File: src/rtl/cache_set_ctrl_pkg.sv
// Shared types and constants for the 4-way single-set cache controller.
// Holds the FSM encoding, way sizing and LRU age reset values.
package cache_set_ctrl_pkg;

   localparam int unsigned NUM_WAYS = 4;
   localparam int unsigned WAY_W    = 2;

   typedef logic [WAY_W-1:0] way_t;

   typedef enum logic [2:0] {
      StIdle      = 3'd0,
      StLookup    = 3'd1,
      StWriteback = 3'd2,
      StRefill    = 3'd3,
      StRespond   = 3'd4
   } state_e;

   localparam way_t AGE_MAX = way_t'(NUM_WAYS - 1);
   localparam way_t AGE_RST [NUM_WAYS] = '{2'd0, 2'd1, 2'd2, 2'd3};

endpackage

File: src/rtl/lru_age4.sv
// True-LRU age tracker for four ways: age 0 is most recent, age 3 is the eviction candidate.
// Ages stay a permutation of 0..3 and change only on a touch.
module lru_age4
   import cache_set_ctrl_pkg::*;
(
   input  logic clk,
   input  logic rst_b,
   input  logic touch_en,
   input  way_t touch_way,
   output way_t oldest
);

   way_t age_q [NUM_WAYS];
   way_t age_d [NUM_WAYS];
   way_t touched_age;

   always_comb begin
      touched_age = age_q[touch_way];
      for (int i = 0; i < NUM_WAYS; i++) begin
         age_d[i] = age_q[i];
         if (touch_en) begin
            if (way_t'(i) == touch_way) begin
               age_d[i] = '0;
            end else if (age_q[i] < touched_age) begin
               age_d[i] = age_q[i] + 2'd1;
            end
         end
      end
   end

   always_comb begin
      oldest = '0;
      for (int i = 0; i < NUM_WAYS; i++) begin
         if (age_q[i] == AGE_MAX) begin
            oldest = way_t'(i);
         end
      end
   end

   always_ff @(posedge clk or negedge rst_b) begin
      if (!rst_b) begin
         for (int i = 0; i < NUM_WAYS; i++) begin
            age_q[i] <= AGE_RST[i];
         end
      end else begin
         for (int i = 0; i < NUM_WAYS; i++) begin
            age_q[i] <= age_d[i];
         end
      end
   end

endmodule

File: src/rtl/cache_set_ctrl.sv
// Controller for one 4-way set: tag compare, invalid-first/LRU victim choice,
// dirty writeback and refill over a req/ack memory handshake.
module cache_set_ctrl
   import cache_set_ctrl_pkg::*;
#(
   parameter int unsigned TAG_W  = 8,
   parameter int unsigned DATA_W = 8
) (
   input  logic              clk,
   input  logic              rst_b,
   input  logic              req_valid,
   output logic              req_ready,
   input  logic              req_we,
   input  logic [TAG_W-1:0]  req_tag,
   input  logic [DATA_W-1:0] req_wdata,
   output logic              rsp_valid,
   output logic              rsp_hit,
   output logic [DATA_W-1:0] rsp_rdata,
   output logic              mem_req,
   output logic              mem_we,
   output logic [TAG_W-1:0]  mem_tag,
   output logic [DATA_W-1:0] mem_wdata,
   input  logic              mem_ack,
   input  logic [DATA_W-1:0] mem_rdata
);

   state_e state_q, state_d;

   logic              req_we_q;
   logic [TAG_W-1:0]  req_tag_q;
   logic [DATA_W-1:0] req_wdata_q;

   logic [TAG_W-1:0]    tag_q  [NUM_WAYS];
   logic [DATA_W-1:0]   data_q [NUM_WAYS];
   logic [NUM_WAYS-1:0] valid_q, dirty_q;
   way_t                victim_q;

   logic              rsp_hit_q;
   logic [DATA_W-1:0] rsp_rdata_q;

   logic              hit;
   way_t              hit_way, victim_sel, oldest;
   logic              cap_en, victim_en, clean_en, touch_en, rsp_en;
   logic              fill_en, fill_dirty;
   way_t              fill_way, touch_way;
   logic [DATA_W-1:0] fill_data;
   logic              rsp_hit_d;
   logic [DATA_W-1:0] rsp_rdata_d;

   lru_age4 u_lru (
      .clk       (clk),
      .rst_b     (rst_b),
      .touch_en  (touch_en),
      .touch_way (touch_way),
      .oldest    (oldest)
   );

   always_comb begin
      hit     = 1'b0;
      hit_way = '0;
      for (int i = 0; i < NUM_WAYS; i++) begin
         if (valid_q[i] && (tag_q[i] == req_tag_q)) begin
            hit     = 1'b1;
            hit_way = way_t'(i);
         end
      end
   end

   // Descending scan so the lowest-index invalid way wins.
   always_comb begin
      victim_sel = oldest;
      for (int i = NUM_WAYS - 1; i >= 0; i--) begin
         if (!valid_q[i]) begin
            victim_sel = way_t'(i);
         end
      end
   end

   always_comb begin
      state_d     = state_q;
      cap_en      = 1'b0;
      victim_en   = 1'b0;
      clean_en    = 1'b0;
      fill_en     = 1'b0;
      fill_way    = victim_q;
      fill_dirty  = 1'b0;
      fill_data   = req_wdata_q;
      touch_en    = 1'b0;
      touch_way   = victim_q;
      rsp_en      = 1'b0;
      rsp_hit_d   = 1'b0;
      rsp_rdata_d = req_wdata_q;

      unique case (state_q)
         StIdle: begin
            if (req_valid) begin
               cap_en  = 1'b1;
               state_d = StLookup;
            end
         end
         StLookup: begin
            if (hit) begin
               touch_en  = 1'b1;
               touch_way = hit_way;
               rsp_en    = 1'b1;
               rsp_hit_d = 1'b1;
               if (req_we_q) begin
                  fill_en    = 1'b1;
                  fill_way   = hit_way;
                  fill_dirty = 1'b1;
               end else begin
                  rsp_rdata_d = data_q[hit_way];
               end
               state_d = StRespond;
            end else begin
               victim_en = 1'b1;
               if (valid_q[victim_sel] && dirty_q[victim_sel]) begin
                  state_d = StWriteback;
               end else if (!req_we_q) begin
                  state_d = StRefill;
               end else begin
                  fill_en    = 1'b1;
                  fill_way   = victim_sel;
                  fill_dirty = 1'b1;
                  touch_en   = 1'b1;
                  touch_way  = victim_sel;
                  rsp_en     = 1'b1;
                  state_d    = StRespond;
               end
            end
         end
         StWriteback: begin
            if (mem_ack) begin
               if (!req_we_q) begin
                  clean_en = 1'b1;
                  state_d  = StRefill;
               end else begin
                  fill_en    = 1'b1;
                  fill_dirty = 1'b1;
                  touch_en   = 1'b1;
                  rsp_en     = 1'b1;
                  state_d    = StRespond;
               end
            end
         end
         StRefill: begin
            if (mem_ack) begin
               fill_en     = 1'b1;
               fill_data   = mem_rdata;
               touch_en    = 1'b1;
               rsp_en      = 1'b1;
               rsp_rdata_d = mem_rdata;
               state_d     = StRespond;
            end
         end
         StRespond: state_d = StIdle;
         default:   state_d = StIdle;
      endcase
   end

   always_comb begin
      req_ready = (state_q == StIdle);
      rsp_valid = (state_q == StRespond);
      rsp_hit   = rsp_hit_q;
      rsp_rdata = rsp_rdata_q;
      mem_req   = (state_q == StWriteback) || (state_q == StRefill);
      mem_we    = (state_q == StWriteback);
      mem_tag   = '0;
      mem_wdata = '0;
      if (state_q == StWriteback) begin
         mem_tag   = tag_q[victim_q];
         mem_wdata = data_q[victim_q];
      end else if (state_q == StRefill) begin
         mem_tag = req_tag_q;
      end
   end

   always_ff @(posedge clk or negedge rst_b) begin
      if (!rst_b) begin
         state_q     <= StIdle;
         req_we_q    <= 1'b0;
         req_tag_q   <= '0;
         req_wdata_q <= '0;
         victim_q    <= '0;
         rsp_hit_q   <= 1'b0;
         rsp_rdata_q <= '0;
      end else begin
         state_q <= state_d;
         if (cap_en) begin
            req_we_q    <= req_we;
            req_tag_q   <= req_tag;
            req_wdata_q <= req_wdata;
         end
         if (victim_en) begin
            victim_q <= victim_sel;
         end
         if (rsp_en) begin
            rsp_hit_q   <= rsp_hit_d;
            rsp_rdata_q <= rsp_rdata_d;
         end
      end
   end

   // A fill in the same cycle as a clean (write miss after writeback) must win.
   always_ff @(posedge clk or negedge rst_b) begin
      if (!rst_b) begin
         valid_q <= '0;
         dirty_q <= '0;
         for (int i = 0; i < NUM_WAYS; i++) begin
            tag_q[i]  <= '0;
            data_q[i] <= '0;
         end
      end else begin
         if (clean_en) begin
            dirty_q[victim_q] <= 1'b0;
         end
         if (fill_en) begin
            tag_q[fill_way]   <= req_tag_q;
            data_q[fill_way]  <= fill_data;
            valid_q[fill_way] <= 1'b1;
            dirty_q[fill_way] <= fill_dirty;
         end
      end
   end

endmodule

File: config.mk
export PLATFORM = sky130hd
export DESIGN_NAME = cache_set_ctrl
export DESIGN_NICKNAME = d
export VERILOG_FILES = /design/src/rtl/cache_set_ctrl_pkg.sv /design/src/rtl/lru_age4.sv /design/src/rtl/cache_set_ctrl.sv
export SDC_FILE = /design/constraint.sdc
export NUM_CORES = 1
export LEC_CHECK = 0
export ABC_AREA = 1
export CAP_MARGIN = 20
export CORE_UTILIZATION = 55
export CTS_BUF_LIST = sky130_fd_sc_hd__clkbuf_4 sky130_fd_sc_hd__clkbuf_8
export DETAILED_ROUTE_END_ITERATION = 6
export GPL_TIMING_DRIVEN = 0
export PLACE_DENSITY = 0.81
export SYNTH_ARGS = -nofsm -noshare
export SYNTH_HDL_FRONTEND = slang
export SYNTH_SLANG_ARGS = --single-unit
export TNS_END_PERCENT = 10
File: constraint.sdc
create_clock -name clk -period 6.6 [get_ports clk]
set_input_delay 0.99 -clock clk [delete_from_list [all_inputs] [get_ports clk]]
set_output_delay 0.99 -clock clk [all_outputs]
set_load 0.02 [all_outputs]
==> out/metrics.cfg, run 1 <==
[synth]
synth_edf_count = 0
syn_nets = 999
async_reset_ff_share_pct = 100
synthFlopType = dfrtp_1
synthesis.area_mm2 = 0.00706
seq_area_frac_synth_pct = 39.4
syn_avg_cell_area_um2 = 7.30
synth_cell_types = 55
yosysWarnings = 0
syn_inst = 967
ys_seq_elements = 111

[final_layout]
design_area_mm2 = 0.00808
fin_nets = 1067
n_antenna_cell = 0
drive_gt1_share_pct = 11.5
utilization_pct = 64.3
finalNonFillerCells = 1211
syn_to_final_growth_pct = 14.4

[timing]
skew_ps = 9.68
finalHoldViolations = 0
max_freq_ghz = 0.223
grt_setup_unrepaired = false
report.final.slew_viol_count = 0
finalCriticalPeriod_ps = 4480
slew_headroom_pct = 38.1
finalSetupViolations = 0
fin_setup_tns_ps = 0
worst_slew_pin_slew_ps = 928
layout_setup_ws_ps = 2120
finalCritPeriodShare_pct = 67.9
hold_ws_ps = 491

[routing]
drcViolationCount = 2
drt-pass1-iter-count = 7
final_antenna_net_count = 0
vias = 6975
wl_per_cell_um = 16.7
drt-initial-drc-count = 650
routed_via_density = 5.76
drt-total-wl_um = 20300

[power]
cellPowerDensity_mw_per_mm2 = 569
p_leak_nw = 3.88
total_power_mw = 4.60
peakVddDrop_uv = 233

[setup_path]
path_class = reg2out
ff2ff_setup_slack_ps = 3580
rr_worst_depth = 16
slowest_stage = nor2_1
cpPeakStageDelay_ps = 670
path_max_fanout = 9
r2r-start = u_lru.age_q[3]$_DFFE_PN1P_
crit_arrival_ps = 3490
worst_r2r_endpoint = u_lru.age_q[2]$_DFFE_PN0P_
cp_data_required_time_ps = 5610
cp-start-kind = register
worst_path_most_repeated_cell = o21ai_0
path_cells = inv_1 > nor2_1 > clkinv_1 > o22ai_1 > o21ai_0 > o21ai_0 > clkdlybuf4s50_1
end_kind = output port

[clock_tree]
clockRootBuffer = clkbuf_8
cts-buffers-inserted = 9
hold_buffers = 0
cts_tree = yes
clk_pin_slew_ps = 110
clk_latency_ps = 400
ctsLongestPathBuffers = 2
postCtsSetupBuffers = 0
clock_sinks = 111
htree_levels = 3
cts-resized-gates = 0

[placed_design]
placed_area_mm2 = 0.00786
dp_hpwl_um = 15100
io_buffers = 56
pre_cts_slack_ps = 2590
dp_cells = 1196
gp_congestion = 0.949

[grt]
grt_pass1_vias = 6435
grt_pass1_wl_um = 32400
grt_usage_pct = 32.2
grt.overflow.total = 0
grt_max_degree = 69
antenna_found_initial = 0

[run_status]
outcome = finished with violations
violations = DRC

[floorplanning]
rows = 41
core_area_mm2 = 0.0126
pin_count = 58
die_height_um = 115
initial_utilization_pct = 56.2
die_x_um = 115
die-area_mm2 = 0.0133

[hold_path]
hold_depth = 2
min_path_type = reg2reg
min_to = rsp_rdata[3]$_DFFE_PN0P_
hp-start = rsp_rdata[3]$_DFFE_PN0P_

[job]
maxCapViolations = 0

## cell usage in the layout, fill, tap and decap left out, types with 5 or more instances in the layout
master / instances
nand2_1: 273
dfrtp_1: 107
nand3_2: 7
a221oi_1: 8
buf_2: 8
o21ai_2: 12
inv_2: 7
clkbuf_1: 13
a21oi_1: 26
o21ai_1: 43
nand3_1: 57
clkbuf_8: 10
nand2_2: 21
nand4_1: 6
o2111ai_1: 6
xnor2_1: 8
nor2_1: 71
inv_1: 108
nor2_2: 5
o22ai_1: 23
o221ai_1: 8
clkdlybuf4s50_1: 55
nand3b_1: 6
buf_6: 11
o21ai_0: 66
nor3_1: 13
## cell families after synthesis
group | share of synthesized area, %
fa+ha+maj | 0.532
simple gates | 30.5
xor+xnor | 1.35
buf+inv | 10.6
flops | 39.4
compound gates | 17.7
## metal layers
layer	wire length (µm)	up-vias	global-route usage, %	share of wire, %
met5	0	-	0	0
met4	745	0	17.1	3.7
met3	1750	49	5.06	8.6
met2	9240	340	49.0	46
met1	8550	3278	44.4	42
li1	-	3308	-	-
## synth_stat cells (2+ instances only)
cell type  count  area, µm²
a221oi_1       8       70.1
o221ai_1       8       70.1
dfrtp_1      107       2680
nand3_1       57        285
nand2_1      273       1020
nor2_8         3       60.1
o211ai_1       2       15.0
dfstp_2        4        105
nor2_1        71        267
xnor2_1        8       70.1
nand2_2       21        131
and2_1         2       12.5
buf_4          3       22.5
o22ai_1       23        144
a22oi_1        2       15.0
buf_2          8       40.0
o21ai_0       66        330
nand2_4        3       33.8
inv_1        108        405
nand3_2        7       70.1
o21ai_1       43        215
nand4_1        6       37.5
a21oi_1       26        130
o21ai_2       12        105
clkbuf_1      13       48.8
clkinv_1       2       7.51
nand3b_1       6       45.0
o21ai_4        2       32.5
o2bb2ai_1      2       17.5
nor2_2         5       31.3
nor3_1        13       65.1
a31oi_1        2       12.5
inv_2          7       26.3
o2111ai_1      6       52.6
ha_1           3       37.5
buf_6         11        124
inv_4          3       18.8
and2_4         2       17.5
inv_6          3       26.3
## power breakdown
part	leakage, nW	switching (mW)	internal [mW]	total (mW)
sequential	1.28	0.206	1.01	1.22
clock	0.113	0.240	0.226	0.466
combinational	2.49	1.91	1.00	2.91
## worst max-delay path by stage
stage	from	end	slack, ps
global route	victim_q[0]$_DFFE_PN0P_	mem_tag[4]	1970
global placement	rst_b	req_tag_q[3]$_DFFE_PN0P_	200
CTS	victim_q[0]$_DFFE_PN0P_	mem_tag[4]	2120
floorplan	victim_q[0]$_DFFE_PN0P_	mem_tag[0]	4000
finish	victim_q[0]$_DFFE_PN0P_	mem_tag[4]	2120
detailed placement	victim_q[0]$_DFFE_PN0P_	mem_tag[4]	2590
## cell type report
class | count | area, µm²
buffer | 36 | 250
inverter | 124 | 495
sequential | 111 | 2780
clock inverter | 4 | 70.1
timing repair buffer | 57 | 586
clock buffer | 11 | 145
fill | 1154 | 4490
multi-input combinational | 696 | 3530
tap | 172 | 215
## flip-flops by register name, indices dropped and copies added, names as in the netlist
register and cells:
data_q 32, dirty_q 4, req_tag_q 8, req_wdata_q 8
req_we_q 1, rsp_hit 1, rsp_rdata 8, state_q 3
tag_q 32, u_lru.age_q 8, valid_q 4, victim_q 2
## worst max-delay path, delay by kind of cell, from the launching register on
family,cells,cell delay (ps)
buffers and inverters,3,1360
AND/OR/NAND/NOR,1,670
AO/OA/AOI/OAI,3,580
flip-flops,1,480
(Power assumes the default switching activity.)
==> run 2: changes to the inputs <==
- PLACE_DENSITY: 0.81 -> 0.84
- clock period: 6.6 -> 3.88 ns (I/O delays scaled with it)
==> run 2 against run 1 <==
Net effect:
- the flow now finishes without violations
- sequential share of layout area shrank 0.059 points
- count of clock-buffer cells in the layout unchanged
- critical endpoint is now mem_tag[5]
- clock skew fell by 1.3 ps
- worst hold slack worse by 270 ps
- critical path depth is the same
- via count rose by 0.67%
==> out/metrics.cfg, run 2 (synthesized netlist as in run 1, its figures left out) <==
[run_status]
outcome = completed

[grt]
grt_pass1_wl_um = 32700  ; +0.94%
grt_max_degree = 60  ; -13%
grt.overflow.total = 0  ; unchanged
grt_usage_pct = 32.7  ; +0.43 points
grt_pass1_vias = 6461  ; +0.40%
antenna_found_initial = 0  ; unchanged

[setup_path]
slowest_stage = clkdlybuf4s50_1
path_class = reg2out
worst_path_most_repeated_cell = o21ai_0
critPathTopFamily = buffers and inverters
cp_data_required_time_ps = 3300  ; -2310 ps
cp-start-kind = register
crit_arrival_ps = 3130  ; -360 ps
cpPeakStageDelay_ps = 670  ; about the same
crit_buf_inv = 3  ; unchanged
path_max_fanout = 9  ; unchanged
end_kind = output port
path_cells = inv_1 > nor2_2 > clkinv_1 > o22ai_1 > o21ai_0 > o21ai_0 > clkdlybuf4s50_1

[clock_tree]
cts-buffers-inserted = 9  ; unchanged
clockRootBuffer = clkbuf_8
htree_levels = 3  ; unchanged
postCtsSetupBuffers = 0  ; unchanged
clock_sinks = 111  ; unchanged
cts_tree = yes
ctsLongestPathBuffers = 2  ; unchanged
clk_latency_ps = 400  ; about the same
clk_pin_slew_ps = 110  ; about the same

[timing]
worst_slew_pin_slew_ps = 815  ; -113 ps
finalCriticalPeriod_ps = 3710
report.final.slew_viol_count = 0  ; unchanged
skew_ps = 8.41  ; -1.27 ps
finalSetupViolations = 0  ; unchanged
hold_ws_ps = 223  ; -269 ps
finalCritPeriodShare_pct = 95.6
grt_setup_unrepaired = false
slew_headroom_pct = 45.7  ; +7.5 points
layout_setup_ws_ps = 172  ; -1940 ps
fin_setup_tns_ps = 0  ; unchanged
finalHoldViolations = 0  ; unchanged
max_freq_ghz = 0.270

[routing]
wl_per_cell_um = 16.9  ; +0.96%
final_antenna_net_count = 0  ; unchanged
routed_via_density = 5.79  ; +0.59%
drt-pass1-iter-count = 5  ; -2
drcViolationCount = 0  ; -2
drt-initial-drc-count = 788  ; +21%
drt-total-wl_um = 20500  ; +1.0%
vias = 7022  ; +0.67%

[floorplanning]
pin_count = 58  ; unchanged
die_x_um = 115  ; unchanged
rows = 41  ; unchanged
die-area_mm2 = 0.0133  ; unchanged
die_height_um = 115  ; unchanged
initial_utilization_pct = 56.2  ; unchanged
core_area_mm2 = 0.0126  ; unchanged

[placed_design]
gp_congestion = 0.981  ; +3.4%
dp_hpwl_um = 14900  ; -1.3%
pre_cts_slack_ps = 421  ; -2170 ps
io_buffers = 56  ; unchanged

[power]
cellPowerDensity_mw_per_mm2 = 971  ; +71%
total_power_mw = 7.85  ; +71%
peakVddDrop_uv = 441  ; +89%
p_leak_nw = 3.88  ; about the same

[final_layout]
fin_nets = 1067  ; unchanged
largestRegisters = data_q x32, tag_q x32
mostFrequentLayoutCells = nand2_1, inv_1, dfrtp_1, nor2_1, o21ai_0
drive_gt1_share_pct = 11.6  ; +0.18 points
syn_to_final_growth_pct = 14.6
fillers = 1077  ; -6.7%
seqCellArea_mm2 = 0.00278  ; unchanged
utilization_pct = 64.4  ; +0.11 points
final_common_cell = nand2_1
multi_input_area_mm2 = 0.00354  ; about the same
n_antenna_cell = 0  ; unchanged

[hold_path]
min_path_type = in2async

[job]
maxCapViolations = 0  ; unchanged

run 2: cell types whose count changed in the layout (fill, tap and decap cells not counted):
cell	change
clkinv_4	+1
nor2_1	-1
clkinvlp_4	+1
clkinv_2	-1
nor2_2	+1
run 2: path summary, 6_finish.rpt:
check	cells past startpoint	to	slack, ps	startpoint
setup / recovery	7	mem_tag[5]	170	victim_q[0]$_DFFE_PN0P_
hold / removal	1	u_lru.age_q[7]$_DFFE_PN0P_	220	rst_b
setup reg to reg	14	rsp_rdata[6]$_DFFE_PN0P_	860	req_tag_q[6]$_DFFE_PN0P_
hold reg to reg	2	rsp_rdata[2]$_DFFE_PN0P_	490	rsp_rdata[2]$_DFFE_PN0P_
max in group asynchronous	2	u_lru.age_q[4]$_DFFE_PN1P_	2910	rst_b
min in group clk	2	rsp_rdata[2]$_DFFE_PN0P_	490	rsp_rdata[2]$_DFFE_PN0P_
run 2: per-layer routing:
layer | share of wire [%] | track usage, % | vias up
met3 | 9.2 | 5.69 | 48
met4 | 2.8 | 14.3 | 0
li1 | - | - | 3313
met2 | 47 | 52.0 | 341
met1 | 41 | 43.9 | 3320
met5 | 0 | 0 | -
run 2: stage by stage:
step / cell area [µm²] / std cells
6_report: 8090 / 1212
5_1_grt: 8090 / 1212
4_1_cts: 8090 / 1212
3_5_place_dp: 7860 / 1196
3_3_place_gp: 7840 / 1195
2_1_floorplan: 7060 / 967
run 2: layout make-up:
type / count / share of cell area (%)
repair buffers: 57 / 7.24
multi-input cells: 696 / 43.7
plain buffers: 36 / 3.09
inverters: 124 / 6.12
flip-flops and latches: 111 / 34.4
clock buffers: 11 / 1.79
clock inverters: 5 / 1.00
well taps: 172 / 2.66
run 2: report_power, final:
group          internal, mW  total, mW  switching (mW)
logic                  1.71       4.99            3.28
registers              1.72       2.06           0.342
clock network         0.389      0.805           0.416
run 2: what timing repair did:
action | in CTS | in global routing
endpoints found under the setup margin | 3 | 0
hold buffers | 0 | 0
resized for setup | 1 | 0
run 2: worst reg2reg max path, cell delays in order, from the launching register on:
cell	delay, ps
dfrtp_1	380
buf_6	140
xnor2_1	370
nand3_1	130
nor2_1	120
nand3_1	140
o21ai_1	630
buf_2	360
nand2_1	70
o21ai_0	80
a21oi_1	110
nand2_1	140
o2111ai_1	130
nand2_1	80
nand2_1	40
